===== config.mk =====
export PLATFORM = sky130hd
export DESIGN_NAME = score_keeper_flat
export DESIGN_NICKNAME = d
export VERILOG_FILES = /design/src/rtl/score_keeper_if.sv /design/src/rtl/score_keeper.sv /design/src/flat_wrapper.sv
export SDC_FILE = /design/constraint.sdc
export NUM_CORES = 1
export LEC_CHECK = 0
export BUFFER_PORTS_ARGS = -buffer_cell sky130_fd_sc_hd__clkbuf_2
export CAP_MARGIN = 15
export CORE_MARGIN = 5
export CORE_UTILIZATION = 35
export DETAILED_ROUTE_END_ITERATION = 10
export SETUP_SLACK_MARGIN = 0.1
export SYNTH_ARGS = -nofsm -noshare
export SYNTH_HDL_FRONTEND = slang
export SYNTH_SLANG_ARGS = --single-unit

===== constraint.sdc =====
create_clock -name clk -period 5.6 [get_ports clk]
set_clock_uncertainty 0.15 [all_clocks]
set_input_delay 0.28 -clock clk [delete_from_list [all_inputs] [get_ports clk]]
set_output_delay 0.28 -clock clk [all_outputs]
set_load 0.005 [all_outputs]

===== src/rtl/score_keeper_if.sv =====
// score_keeper_if
// Groups the game-side controls and the score/display outputs of score_keeper.
// The game logic (or a testbench) drives through the master modport and
// score_keeper sits on the slave modport.
interface score_keeper_if;
   logic        clear;
   logic [4:0]  monster_destroyed;
   logic        level;
   logic        game_over;
   logic        show_high;
   logic [15:0] score_bcd;
   logic [15:0] high_bcd;
   logic        busy;
   logic [3:0]  an;
   logic [6:0]  ssd;

   modport master (
      output clear, monster_destroyed, level, game_over, show_high,
      input  score_bcd, high_bcd, busy, an, ssd
   );

   modport slave (
      input  clear, monster_destroyed, level, game_over, show_high,
      output score_bcd, high_bcd, busy, an, ssd
   );
endinterface


===== src/rtl/score_keeper.sv =====
// score_keeper
// Accumulates the player's score in 4-digit BCD from per-monster destroyed
// bits, optionally keeps a session high score, and drives a multiplexed
// 4-digit active-low seven-segment display.
//
// Build option: define SCORE_KEEPER_HISCORE_EN to compile in the high-score
// register, the game_over request logic and the show_high display selection.
// Without it high_bcd reads 0, show_high and game_over are ignored.
//
// Awards are serialised one per cycle (lowest pending monster first) so the
// BCD adder only ever adds a single points value. The score saturates at 9999.
module score_keeper #(
   parameter logic [7:0]  L1_PTS       = 8'h10,
   parameter logic [7:0]  L2_PTS       = 8'h20,
   parameter int unsigned REFRESH_BITS = 18
) (
   input  logic          clk,
   input  logic          rst,
   score_keeper_if.slave bus_if
);

   localparam logic [6:0] SEG_BLANK = 7'b1111111;

   // Adds a 2-digit BCD value to a 4-digit BCD value; bit 16 is the carry
   // out of the thousands digit, which the caller treats as overflow.
   function automatic logic [16:0] bcd_add(input logic [15:0] a, input logic [7:0] b);
      logic [15:0] b_ext;
      logic [15:0] sum;
      logic        carry;
      logic [4:0]  dsum;
      b_ext = {8'h00, b};
      sum   = 16'h0000;
      carry = 1'b0;
      for (int i = 0; i < 4; i++) begin
         dsum = {1'b0, a[i*4 +: 4]} + {1'b0, b_ext[i*4 +: 4]} + {4'b0000, carry};
         if (dsum > 5'd9) begin
            // dsum is 10..19, so subtracting 10 modulo 16 on the low nibble is exact
            sum[i*4 +: 4] = dsum[3:0] - 4'd10;
            carry         = 1'b1;
         end else begin
            sum[i*4 +: 4] = dsum[3:0];
            carry         = 1'b0;
         end
      end
      return {carry, sum};
   endfunction

   // Active-low {g,f,e,d,c,b,a} pattern for one digit; non-BCD nibbles are blank.
   function automatic logic [6:0] seg_encode(input logic [3:0] digit, input logic blank);
      logic [6:0] seg;
      case (digit)
         4'd0:    seg = 7'b1000000;
         4'd1:    seg = 7'b1111001;
         4'd2:    seg = 7'b0100100;
         4'd3:    seg = 7'b0110000;
         4'd4:    seg = 7'b0011001;
         4'd5:    seg = 7'b0010010;
         4'd6:    seg = 7'b0000010;
         4'd7:    seg = 7'b1111000;
         4'd8:    seg = 7'b0000000;
         4'd9:    seg = 7'b0010000;
         default: seg = SEG_BLANK;
      endcase
      return blank ? SEG_BLANK : seg;
   endfunction

   // Leading-zero mask: a digit above 0 is blank while it and every higher
   // digit are zero. The units digit always shows.
   function automatic logic [3:0] blank_mask(input logic [15:0] v);
      logic [3:0] mask;
      mask[3] = (v[15:12] == 4'h0);
      mask[2] = mask[3] && (v[11:8] == 4'h0);
      mask[1] = mask[2] && (v[7:4] == 4'h0);
      mask[0] = 1'b0;
      return mask;
   endfunction

   // ---------------------------------------------------------------------
   // Award path
   // ---------------------------------------------------------------------
   logic [4:0]  prev_q;
   logic [4:0]  prev_d;
   logic [4:0]  pending_q;
   logic [4:0]  pending_d;
   logic [15:0] score_q;
   logic [15:0] score_d;
   logic [4:0]  new_s;
   logic [4:0]  low_s;
   logic [7:0]  pts_s;
   logic [16:0] sum_s;

   // Rising-edge capture into pending, one award per cycle, clear override.
   always_comb begin
      new_s     = bus_if.monster_destroyed & ~prev_q;
      low_s     = pending_q & (~pending_q + 5'd1);
      pts_s     = bus_if.level ? L2_PTS : L1_PTS;
      sum_s     = bcd_add(score_q, pts_s);
      prev_d    = bus_if.monster_destroyed;
      pending_d = pending_q;
      score_d   = score_q;
      if (bus_if.clear) begin
         // prev still follows the input so bits already high never award
         pending_d = 5'b00000;
         score_d   = 16'h0000;
      end else if (pending_q != 5'b00000) begin
         pending_d = (pending_q & ~low_s) | new_s;
         if (sum_s[16]) begin
            score_d = 16'h9999;
         end else begin
            score_d = sum_s[15:0];
         end
      end else begin
         pending_d = new_s;
         score_d   = score_q;
      end
   end

   // Edge-detect history, pending awards and the running score.
   always_ff @(posedge clk or posedge rst) begin
      if (rst) begin
         prev_q    <= 5'b00000;
         pending_q <= 5'b00000;
         score_q   <= 16'h0000;
      end else begin
         prev_q    <= prev_d;
         pending_q <= pending_d;
         score_q   <= score_d;
      end
   end

   // ---------------------------------------------------------------------
   // High score
   // ---------------------------------------------------------------------
   logic [15:0] high_s;
   logic [15:0] disp_src_s;

`ifdef SCORE_KEEPER_HISCORE_EN
   logic [15:0] high_q;
   logic [15:0] high_d;
   logic        hi_req_q;
   logic        hi_req_d;
   logic        go_prev_q;
   logic        go_prev_d;
   logic        go_rise_s;
   logic        hi_service_s;

   // Latch a game_over edge; compare only once every pending award is counted.
   always_comb begin
      go_prev_d    = bus_if.game_over;
      go_rise_s    = bus_if.game_over & ~go_prev_q;
      hi_service_s = hi_req_q && (pending_q == 5'b00000);
      if (bus_if.clear) begin
         hi_req_d = 1'b0;
      end else if (go_rise_s) begin
         hi_req_d = 1'b1;
      end else if (hi_service_s) begin
         hi_req_d = 1'b0;
      end else begin
         hi_req_d = hi_req_q;
      end
      // BCD digits order the same way as plain binary, so an unsigned compare works
      if (hi_service_s && (score_q > high_q)) begin
         high_d = score_q;
      end else begin
         high_d = high_q;
      end
   end

   // High-score value, pending request and game_over history.
   always_ff @(posedge clk or posedge rst) begin
      if (rst) begin
         high_q    <= 16'h0000;
         hi_req_q  <= 1'b0;
         go_prev_q <= 1'b0;
      end else begin
         high_q    <= high_d;
         hi_req_q  <= hi_req_d;
         go_prev_q <= go_prev_d;
      end
   end

   assign high_s     = high_q;
   assign disp_src_s = bus_if.show_high ? high_q : score_q;
`else
   logic unused_hi_s;

   assign unused_hi_s = bus_if.game_over ^ bus_if.show_high;
   assign high_s      = 16'h0000;
   assign disp_src_s  = score_q;
`endif

   // ---------------------------------------------------------------------
   // Display multiplexer
   // ---------------------------------------------------------------------
   logic [REFRESH_BITS-1:0] refresh_q;
   logic [REFRESH_BITS-1:0] refresh_d;
   logic [1:0]              idx_q;
   logic [1:0]              idx_d;
   logic [3:0]              an_q;
   logic [3:0]              an_d;
   logic [6:0]              ssd_q;
   logic [6:0]              ssd_d;
   logic [3:0]              blank_s;
   logic [3:0]              digit_s;

   // Step the digit index on refresh wrap; an and ssd come from the next index
   // so both change on the same edge.
   always_comb begin
      refresh_d = refresh_q + REFRESH_BITS'(1);
      if (refresh_q == {REFRESH_BITS{1'b1}}) begin
         idx_d = idx_q + 2'd1;
      end else begin
         idx_d = idx_q;
      end
      blank_s = blank_mask(disp_src_s);
      digit_s = disp_src_s[{idx_d, 2'b00} +: 4];
      an_d    = ~(4'b0001 << idx_d);
      ssd_d   = seg_encode(digit_s, blank_s[idx_d]);
   end

   // Refresh counter, digit index and registered display drive.
   always_ff @(posedge clk or posedge rst) begin
      if (rst) begin
         refresh_q <= '0;
         idx_q     <= 2'd0;
         an_q      <= 4'b1110;
         ssd_q     <= 7'b1000000;
      end else begin
         refresh_q <= refresh_d;
         idx_q     <= idx_d;
         an_q      <= an_d;
         ssd_q     <= ssd_d;
      end
   end

   // ---------------------------------------------------------------------
   // Outputs (all taken from registers)
   // ---------------------------------------------------------------------
   assign bus_if.score_bcd = score_q;
   assign bus_if.high_bcd  = high_s;
   assign bus_if.busy      = (pending_q != 5'b00000);
   assign bus_if.an        = an_q;
   assign bus_if.ssd       = ssd_q;

endmodule

===== src/flat_wrapper.sv =====
// flat-port wrapper written by rule: the top's interface ports become plain ports
module score_keeper_flat 
#(
   parameter logic [7:0]  L1_PTS       = 8'h10,
   parameter logic [7:0]  L2_PTS       = 8'h20,
   parameter int unsigned REFRESH_BITS = 18
)
  (clk, rst, bus_if_clear, bus_if_monster_destroyed, bus_if_level, bus_if_game_over, bus_if_show_high, bus_if_score_bcd, bus_if_high_bcd, bus_if_busy, bus_if_an, bus_if_ssd);
  score_keeper_if bus_if_i ();
  input  logic clk;
  input  logic rst;
  input wire logic [$bits(bus_if_i.clear)-1:0] bus_if_clear;
  input wire logic [$bits(bus_if_i.monster_destroyed)-1:0] bus_if_monster_destroyed;
  input wire logic [$bits(bus_if_i.level)-1:0] bus_if_level;
  input wire logic [$bits(bus_if_i.game_over)-1:0] bus_if_game_over;
  input wire logic [$bits(bus_if_i.show_high)-1:0] bus_if_show_high;
  output wire logic [$bits(bus_if_i.score_bcd)-1:0] bus_if_score_bcd;
  output wire logic [$bits(bus_if_i.high_bcd)-1:0] bus_if_high_bcd;
  output wire logic [$bits(bus_if_i.busy)-1:0] bus_if_busy;
  output wire logic [$bits(bus_if_i.an)-1:0] bus_if_an;
  output wire logic [$bits(bus_if_i.ssd)-1:0] bus_if_ssd;
  assign bus_if_i.clear = bus_if_clear;
  assign bus_if_i.monster_destroyed = bus_if_monster_destroyed;
  assign bus_if_i.level = bus_if_level;
  assign bus_if_i.game_over = bus_if_game_over;
  assign bus_if_i.show_high = bus_if_show_high;
  assign bus_if_score_bcd = bus_if_i.score_bcd;
  assign bus_if_high_bcd = bus_if_i.high_bcd;
  assign bus_if_busy = bus_if_i.busy;
  assign bus_if_an = bus_if_i.an;
  assign bus_if_ssd = bus_if_i.ssd;
  score_keeper #(.L1_PTS(L1_PTS), .L2_PTS(L2_PTS), .REFRESH_BITS(REFRESH_BITS)) u_core (.clk(clk), .rst(rst), .bus_if(bus_if_i));
endmodule

Word level (Yosys, flattened, before mapping)
Memories as Yosys holds them, arrays and structs flattened.
Cells that the tools add are included.
{"block": "word_totals", "register_bits": 57, "latchBits": 0, "mem_bits_rw": 0, "mem_bits_ro": 112, "output_inout_bits": 44, "elab_cells": 61, "mem_count": 1}
{"name": "(no name shown)", "words": 16, "word_bits": 7, "rd": 1, "rd_clocked_by_memory_dff": 0, "write_ports": 0, "line_no": "score_keeper.sv:51", "source": "case (digit)"}
{"block": "classes", "add_sub_neg": 12, "n_mul": 0, "div": 0, "magnitude_cmp": 5, "n_eq_ne": 1, "shift": 2, "n_mux": 18, "bitwise_logic": 8, "n_reduce_logical": 7}
{"op": "16-bit 2-to-1 mux", "n": 3}
{"op": "5-bit by 4-bit greater-than comparator with 1-bit output (second input constant)", "n": 4}
{"op": "18-bit by 1-bit adder with 18-bit output (second input constant)", "n": 1}
{"op": "18-bit == test (second input constant)", "n": 1}
{"op": "4-bit 2-to-1 mux", "n": 4}
{"op": "16-bit by 5-bit variable part select with 4-bit output", "n": 1}
{"op": "4-bit subtractor (second input constant)", "n": 4}
{"op": "5-bit bitwise AND", "n": 3}
{"op": "5-bit NOT", "n": 3}
{"op": "4-bit logical NOT", "n": 3}
{"op": "4-bit by 1-bit adder with 5-bit output", "n": 2}
{"op": "4-bit by 4-bit adder with 5-bit output", "n": 2}
{"op": "5-bit 2-to-1 mux", "n": 2}
{"op": "7-bit 2-to-1 mux", "n": 1}
{"op": "6-bit 2-to-1 mux", "n": 1}
{"op": "5-bit by 1-bit adder with 5-bit output", "n": 1}
{"op": "5-bit by 1-bit adder with 5-bit output (second input constant)", "n": 1}
{"op": "1-bit 2-to-1 mux", "n": 5}
{"op": "5-bit OR", "n": 1}
{"op": "5-bit nonzero test", "n": 1}
{"op": "4-bit NOT", "n": 1}
{"op": "1-bit by 2-bit << shifter with 4-bit output (first input constant)", "n": 1}
{"op": "2-bit by 3-bit < comparator with 1-bit output (second input constant)", "n": 1}
{"op": "2-bit by 1-bit adder with 2-bit output (second input constant)", "n": 1}
{"op": "4 further kinds", "n": 5}

Longest topological paths before layout
Gate-level depths: netlist of run 1.
{"block": "logic_depth", "word_depth": 16, "depth_mapped": 27, "depth_no_buf": 26}

Least setup slack after synthesis of run 1
OpenSTA, ideal clock, no wires.
{"block": "synth_path", "path_kind": "reg-to-reg", "start": "reg u_core.score_q[1] (netlist: u_core.bus_if.score_bcd[1])", "end": "reg u_core.score_q[10] (netlist: u_core.bus_if.score_bcd[10])", "setup_ns": 0.083, "arrival_ns": 5.229, "t_required_ns": 5.367, "slack_ns": 0.139, "stages_incl_launch_ff": 27, "n_path_buf": 2, "cell_sequence": "dfrtp_1 inv_1 ha_1 inv_1 ha_1 a31oi_1 a41oi_1 fa_1 fa_1 inv_1 a211oi_1 o22a_1 ha_1 ha_1 buf_1 nand3b_1 o22ai_1 a21oi_1 ha_1 ha_1 o21a_1 o22a_1 or3_1 clkbuf_1 nor3_1 o21ai_0 o21ai_0"}
{"block": "synth_between", "elab_chain_len": 15, "elab_cells_between_ends": 17, "classes_between": "add/sub (5); order compare (4); mux (8)"}
{"element": "from (decl)", "line_no": "score_keeper.sv:85", "source": "logic [15:0] score_q;"}
{"element": "from (signal assigned)", "line_no": "score_keeper.sv:127", "source": "score_q <= score_d;"}
{"element": "4-bit by 4-bit adder with 5-bit output (*)", "line_no": "score_keeper.sv:35", "source": "dsum = {1'b0, a[i*4 +: 4]} + {1'b0, b_ext[i*4 +: 4]} + {4'b0000, carry};"}
{"element": "5-bit by 4-bit greater-than comparator with 1-bit output (*)", "line_no": "score_keeper.sv:36", "source": "if (dsum > 5'd9) begin"}
{"element": "1-bit 2-to-1 mux (*)", "line_no": "score_keeper.sv:36"}
{"element": "5-bit by 1-bit adder with 5-bit output (*)", "line_no": "score_keeper.sv:35"}
{"element": "5-bit by 4-bit greater-than comparator with 1-bit output (*)", "line_no": "score_keeper.sv:36"}
{"element": "1-bit 2-to-1 mux (*)", "line_no": "score_keeper.sv:36"}
{"element": "4-bit by 1-bit adder with 5-bit output (*)", "line_no": "score_keeper.sv:35"}
{"element": "5-bit by 4-bit greater-than comparator with 1-bit output", "line_no": "score_keeper.sv:36"}
{"element": "1-bit 2-to-1 mux", "line_no": "score_keeper.sv:36"}
{"element": "4-bit by 1-bit adder with 5-bit output", "line_no": "score_keeper.sv:35"}
{"element": "5-bit by 4-bit greater-than comparator with 1-bit output", "line_no": "score_keeper.sv:36"}
{"element": "1-bit 2-to-1 mux", "line_no": "score_keeper.sv:36"}
{"element": "16-bit 2-to-1 mux (*)", "line_no": "score_keeper.sv:107", "source": "if (sum_s[16]) begin"}
{"element": "16-bit 2-to-1 mux (*)", "line_no": "score_keeper.sv:105", "source": "end else if (pending_q != 5'b00000) begin"}
{"element": "16-bit 2-to-1 mux (*)", "line_no": "score_keeper.sv:101", "source": "if (bus_if.clear) begin"}
Mark *: on every way between the ends. The rest lies on a longest branch, timed or not. The select of a mux whose other input is x is not followed.
A chain may end at the register's enable or synchronous reset.

Worst setup path in the final report of run 1
{"block": "layout_path", "start": "reg u_core.score_q[2] (netlist: u_core.bus_if.score_bcd[2])", "end": "reg u_core.score_q[6] (netlist: u_core.bus_if.score_bcd[6])"}
{"block": "layout_between", "elab_chain_len": 15, "elab_cells_between_ends": 17, "classes_between": "add/sub (5); order compare (4); mux (8)"}
{"element": "4-bit by 4-bit adder with 5-bit output (*)", "line_no": "score_keeper.sv:35"}
{"element": "5-bit by 4-bit greater-than comparator with 1-bit output (*)", "line_no": "score_keeper.sv:36"}
{"element": "1-bit 2-to-1 mux (*)", "line_no": "score_keeper.sv:36"}
{"element": "5-bit by 1-bit adder with 5-bit output (*)", "line_no": "score_keeper.sv:35"}
{"element": "5-bit by 4-bit greater-than comparator with 1-bit output", "line_no": "score_keeper.sv:36"}
{"element": "1-bit 2-to-1 mux", "line_no": "score_keeper.sv:36"}
{"element": "4-bit by 1-bit adder with 5-bit output", "line_no": "score_keeper.sv:35"}
{"element": "5-bit by 4-bit greater-than comparator with 1-bit output", "line_no": "score_keeper.sv:36"}
{"element": "1-bit 2-to-1 mux", "line_no": "score_keeper.sv:36"}
{"element": "4-bit by 1-bit adder with 5-bit output", "line_no": "score_keeper.sv:35"}
{"element": "5-bit by 4-bit greater-than comparator with 1-bit output", "line_no": "score_keeper.sv:36"}
{"element": "1-bit 2-to-1 mux", "line_no": "score_keeper.sv:36"}
{"element": "16-bit 2-to-1 mux (*)", "line_no": "score_keeper.sv:107"}
{"element": "16-bit 2-to-1 mux (*)", "line_no": "score_keeper.sv:105"}
{"element": "16-bit 2-to-1 mux (*)", "line_no": "score_keeper.sv:101"}
Marks and branches as above.

==> flow_metrics.tcl, run 1 <==
set metrics [dict create \
    status "completed" \
    die_w_um 107.9 \
    ant_nets 0 \
    synthCells 337 \
    routed_wl_um 7439 \
    postLayoutCellArea_mm2 0.004109 \
    crit_start "u_core.bus_if.score_bcd[2]" \
    antenna_found_initial 0 \
    crit_type "reg2reg" \
    synth_edf_count 0 \
    worstSetupEndpointType "register" \
    pre_cts_slack_ns -0.1192 \
    setup_viol 0 \
    io_buffer_count 36 \
    synthFlopType "dfrtp_1" \
    cts_max_path_buffers 2 \
    initial_core_util_pct 36.12 \
    synth_seq_cells 57 \
    finalNetCount 424 \
    avgRoutedWirePerCell_um 14.06 \
    timing.final.ws_setup_ns 0.3958 \
    row_count 35 \
    hold_violations 0 \
    placed_area_mm2 0.003645 \
    antennaDiodeCount 0 \
    fp.dieH_um 107.9 \
    dp_cells 498 \
    ys_warn_count 0 \
    drtIter0Drc 133 \
    finish.utilization_pct 44.26 \
    viasPerCell 4.953 \
    synth_area_leader_cell "dfrtp_1" \
    netlist.area_leader.share_pct 39.55 \
    finalSetupTns_ns 0 \
    overflow 0 \
    h-tree-depth 3 \
    regToRegSetupSlack_ns 0.40 \
    ios 55 \
    holdWs_ns 0.2229 \
    finalCritPeriodShare_pct 92.93 \
    drv_slew 0 \
    yosysUniqueCellTypes 70 \
    min_path_type "in2reg" \
    grt_max_degree 58 \
    synthArstFlopShare_pct 100.0 \
    grt_pass1_wl_um 12050 \
    tritoncts "yes" \
    rr_endpoint "u_core.bus_if.score_bcd[6]" \
    area_delta_synth_final_pct 22.54 \
    clkSinkCount 57 \
    drive_gt1_share_pct 29.75 \
    vdd_drop_max_mv 0.09871 \
    dp_hpwl_um 5058 \
    cp-endpoint "u_core.bus_if.score_bcd[6]" \
    worst_setup_path_start_kind "register" \
    core_mm2 0.009284 \
    grt_pass1_vias 2492 \
    powerDensity_mw_per_mm2 237.4 \
    ff2ff_path_depth 25 \
    rsz0062_at_grt "false" \
    cts_buffers 9 \
    dieArea_mm2 0.01164 \
    power_leakage_nw 1.884 \
    synth_seq_area_share_pct 42.69 \
    tightest_slew_ns 0.7622 \
    grt.total_usage_pct 12.91 \
    synth.avg_cell_area_um2 9.950 \
    required_ns 5.72 \
    timing.slew.headroom_pct 48.81 \
    root_buffer "clkbuf_8" \
    timing.fmax_ghz 0.1922 \
    fin_crit_ns 5.204 \
    insertion_delay_ns 0.33 \
    power_mw 0.9757 \
    vias 2620 \
    crit_fanout 5 \
    synth_area_mm2 0.003353 \
    clk_pin_slew_ns 0.07 \
    drc 0 \
    maxCapViolCount 0 \
    detailedRoute.firstPassIterationCount 4 \
    crit_arrival_ns 5.32 \
    ys_top_cells_by_area "dfrtp_1, ha_1, xnor2_1, buf_4, dfstp_2" \
    place_congestion 0.7821 \
    r2r_start "u_core.bus_if.score_bcd[2]" \
    final_cell_count_no_fill 529 \
]
-- layout by cell type (no fill, tap or decap), drive strengths merged, types with 8 or more instances in the layout --
cell type / Yosys / layout
clkbuf: 10 / 46
and3: 8 / 8
buf: 20 / 19
nor2: 22 / 22
nand3: 12 / 12
xnor2: 14 / 14
o21ai: 20 / 20
inv: 18 / 18
nor3: 13 / 13
ha: 16 / 16
a21oi: 19 / 19
dfrtp: 53 / 53
conb: 1 / 16
xor2: 11 / 11
nand2: 21 / 21
-- cell usage after synthesis, types with 4 or more instances --
library cell,n
buf_4,16
dfrtp_1,53
clkbuf_1,10
o22a_2,4
nor2_1,22
o21ai_0,18
xor2_1,11
inv_1,18
ha_1,16
and3_1,7
nand2_1,21
mux2i_1,4
xnor2_1,14
a21oi_1,18
nand2b_1,5
nand3_1,12
dfstp_2,4
nor3_1,13
-- where the power goes --
group	total (mW)	switching, mW	leakage, nW	internal, mW
clock network	0.437	0.174	0.105	0.263
registers	0.436	0.0157	0.750	0.421
logic	0.102	0.0581	1.03	0.0444
-- worst max-delay path, cell delays in order, from the launching register on --
cell and delay, ns:
dfrtp_1 0.39, inv_2 0.08, ha_1 0.15, inv_1 0.04, ha_1 0.17, a31oi_1 0.17
a41oi_2 0.09, fa_2 0.43, fa_2 0.50, nor2_1 0.10, a21oi_1 0.05, o22a_1 0.25
ha_4 0.19, ha_4 0.27, inv_2 0.05, a21oi_2 0.15, o22ai_2 0.12, a21oi_4 0.19
ha_4 0.18, ha_4 0.20, o21a_1 0.18, o22a_2 0.28, or3_4 0.45, nor3_2 0.15
o21ai_0 0.08, o21ai_1 0.09
-- metal layers --
metal  share of wire (%)  track usage (%)
met3                 5.6            2.759
met2                  46            19.94
met5                   0                0
met4                 1.3            4.779
met1                  47            17.72
-- cells by family after synthesis --
kind of cell	Yosys count	synth area share, %
multiplexers	6	2.090
AND/OR/NAND/NOR	109	18.36
adder cells (fa/ha/maj)	19	7.463
buffers and inverters	49	7.761
other	1	0.1118
XOR/XNOR	25	6.530
flip-flops	57	42.69
AO/OA/AOI/OAI	71	15.00
-- flip-flops by register name (all words and copies together) (netlist names) --
signal,count
u_core.bus_if.an,4
u_core.bus_if.score_bcd,16
u_core.bus_if.ssd,7
u_core.idx_q,2
u_core.pending_q,5
u_core.prev_q,5
u_core.refresh_q,18
-- what timing repair did --
action | 4_1_cts | 5_1_grt
hold buffers | 6 | 0
setup endpoints to repair | 9 | 15
buffers inserted | 0 | 8
resized for setup | 3 | 24
endpoints found under the hold margin | 9 | 0
cloned | 0 | 1
pin swaps | 0 | 8
-- how the worst min path moves through the flow --
stage,from,end,slack (ns),cells past startpoint
3_5_place_dp,u_core.prev_q[0],u_core.pending_q[0],0.25,1
3_3_place_gp,u_core.prev_q[0],u_core.pending_q[0],0.24,1
4_1_cts,bus_if_clear,u_core.pending_q[3],0.22,2
5_1_grt,bus_if_clear,u_core.pending_q[1],0.26,2
2_1_floorplan,bus_if_monster_destroyed[0],u_core.prev_q[0],0.16,0
6_report,bus_if_clear,u_core.pending_q[3],0.22,2
-- final cells by class --
cell class	instances	area, um2
repair buffers	61	382.9
multi-input cells	247	1833
clock buffers	10	137.6
clock inverters	6	91.34
fillers	950	5175
flip-flops and latches	57	1431
inverters	19	71.32
well taps	129	161.4
Note: power is estimated with default switching activity, not from simulation.
==> run 2, diff against run 1 <==
--- a/config.mk
+++ b/config.mk
@@ -10,7 +10,7 @@
 export CORE_MARGIN = 5
 export CORE_UTILIZATION = 35
 export DETAILED_ROUTE_END_ITERATION = 10
-export SETUP_SLACK_MARGIN = 0.1
+export SETUP_SLACK_MARGIN = 0.4
 export SYNTH_ARGS = -nofsm -noshare
 export SYNTH_HDL_FRONTEND = slang
 export SYNTH_SLANG_ARGS = --single-unit
==> run 2 against run 1 <==
  * Flip-flop and latch count unchanged
  * Combinational power about the same
  * Largest cell class unchanged
  * Power down 11%
  * Global-route usage up 0.53 points
  * Register-to-register slack better by 0.12 ns
  * Highest routed layer unchanged
  * Clock power down 24%
  * Cell area down 0.94%
  * Worst setup slack better by 0.12 ns
  * Non-clock buffer count down 3
==> flow_metrics.tcl, run 2 (synthesized netlist as in run 1, its figures left out) <==
set metrics [dict create \
    required_ns 5.71 \
    dieArea_mm2 0.01164 \
    drtIter0Drc 159 \
    tritoncts "yes" \
    timing.final.ws_setup_ns 0.5137 \
    finalCritPeriodShare_pct 90.83 \
    routed_wl_um 7231 \
    setup_viol 0 \
    pre_cts_slack_ns 0.1011 \
    hold_violations 0 \
    layout_commonest_cell "dfrtp_1" \
    drc 0 \
    finalNetCount 421 \
    power_leakage_nw 1.838 \
    antennaDiodeCount 0 \
    worstSetupEndpointType "register" \
    min_path_type "in2reg" \
    crit_arrival_ns 5.20 \
    crit_fanout 8 \
    antenna_found_initial 0 \
    die_w_um 107.9 \
    cts_max_path_buffers 2 \
    dp_hpwl_um 4969 \
    tightest_slew_ns 0.7745 \
    ios 55 \
    core_mm2 0.009284 \
    finalSetupTns_ns 0 \
    crit_type "reg2reg" \
    vdd_drop_max_mv 0.08868 \
    grt_pass1_vias 2517 \
    cts_buffers 9 \
    largest_reg_flops 18 \
    rsz0062_at_grt "true" \
    grt.total_usage_pct 13.44 \
    initial_core_util_pct 36.12 \
    fillers 915 \
    maxCapViolCount 0 \
    overflow 0 \
    place_congestion 0.8250 \
    top_register "u_core.refresh_q" \
    detailedRoute.firstPassIterationCount 4 \
    status "completed" \
    layout_common_cells "dfrtp_1, clkbuf_2, nor2_1" \
    area_delta_synth_final_pct 21.38 \
    drv_slew 0 \
    ant_nets 0 \
    viasPerCell 4.863 \
    insertion_delay_ns 0.34 \
    fp.dieH_um 107.9 \
    fin_crit_ns 5.086 \
    io_buffer_count 36 \
    grt_max_degree 58 \
    worst_setup_path_start_kind "register" \
    h-tree-depth 3 \
    grt_pass1_wl_um 12350 \
    clkSinkCount 57 \
    drive_gt1_share_pct 30.48 \
    row_count 35 \
    root_buffer "clkbuf_8" \
    clk_pin_slew_ns 0.07 \
    powerDensity_mw_per_mm2 213.9 \
    timing.fmax_ghz 0.1966 \
    timing.slew.headroom_pct 47.98 \
    vias 2558 \
    avgRoutedWirePerCell_um 13.75 \
]
[run 2: layout make-up]
type | count | area (um2) | area share, %
Multi-Input combinational cell | 247 | 1873 | 46.02
Clock inverter | 7 | 46.29 | 1.137
Timing Repair Buffer | 58 | 360.3 | 8.853
Tap cell | 129 | 161.4 | 3.966
Clock buffer | 9 | 123.9 | 3.043
Sequential cell | 57 | 1431 | 35.17
Inverter | 19 | 73.82 | 1.814
[run 2: stage by stage]
step                hold WS, ns  instance area (um2)  total power [mW]  util [%]  cells
floorplan                0.1614                 3478            0.5140         -    352
global placement         0.2404                 3659            0.5303     39.41    493
detailed placement       0.2392                 3659            0.5326     39.41    493
CTS                      0.2127                 3953            0.8862     42.57    519
global route             0.2509                 4070            0.9228     43.84    526
finish                   0.2194                 4070            0.8706     43.84    526
[run 2: worst paths after layout]
kind / slack, ns / start / depth (start not counted) / end
worst min-delay path: 0.22 / bus_if_clear / 2 / u_core.pending_q[3]
min in group asynchronous: 0.53 / rst / 4 / u_core.prev_q[3]
worst max-delay path: 0.51 / u_core.bus_if.score_bcd[2] / 25 / u_core.bus_if.score_bcd[10]
max in group asynchronous: 4.29 / rst / 4 / u_core.bus_if.ssd[0]
worst min register to register: 0.26 / u_core.prev_q[0] / 1 / u_core.pending_q[0]
worst max register to register: 0.51 / u_core.bus_if.score_bcd[2] / 25 / u_core.bus_if.score_bcd[10]
[run 2: timing repair]
| item | in CTS | in global routing |
|---|---|---|
| hold endpoints to repair | 45 | 0 |
| pin swaps | 5 | 12 |
| hold buffers | 6 | 0 |
| gates resized for setup | 7 | 14 |
| endpoints found under the setup margin | 9 | 10 |
| cloned | 1 | 0 |
| buffers inserted | 3 | 7 |
[run 2: per-layer routing]
metal,vias up,part of all wire [%],GRT usage [%]
met2,71,43,19.40
met4,0,1.9,5.861
li1,1266,-,-
met3,9,5.9,3.719
met1,1212,50,18.69
met5,-,0,0
[run 2: critical path, stage by stage, from the launching register on]
cell      delay [ns]
dfrtp_1         0.40
inv_2           0.10
ha_4            0.13
inv_2           0.04
ha_4            0.15
a31oi_4         0.17
a41oi_4         0.07
fa_2            0.41
fa_2            0.58
inv_2           0.05
a211oi_2        0.16
o22a_1          0.23
ha_4            0.17
ha_4            0.18
nand3b_1        0.12
o22ai_1         0.09
a21oi_2         0.16
ha_2            0.24
ha_4            0.17
nand2_2         0.05
o21a_1          0.20
o22a_4          0.28
or3_4           0.38
nor3_2          0.17
o21ai_1         0.07
o21ai_1         0.10
[run 2: power by group]
| part | internal (mW) | switching [mW] | total (mW) |
|---|---|---|---|
| Clock | 0.159 | 0.175 | 0.334 |
| Combinational | 0.0441 | 0.0572 | 0.101 |
| Sequential | 0.421 | 0.0148 | 0.435 |
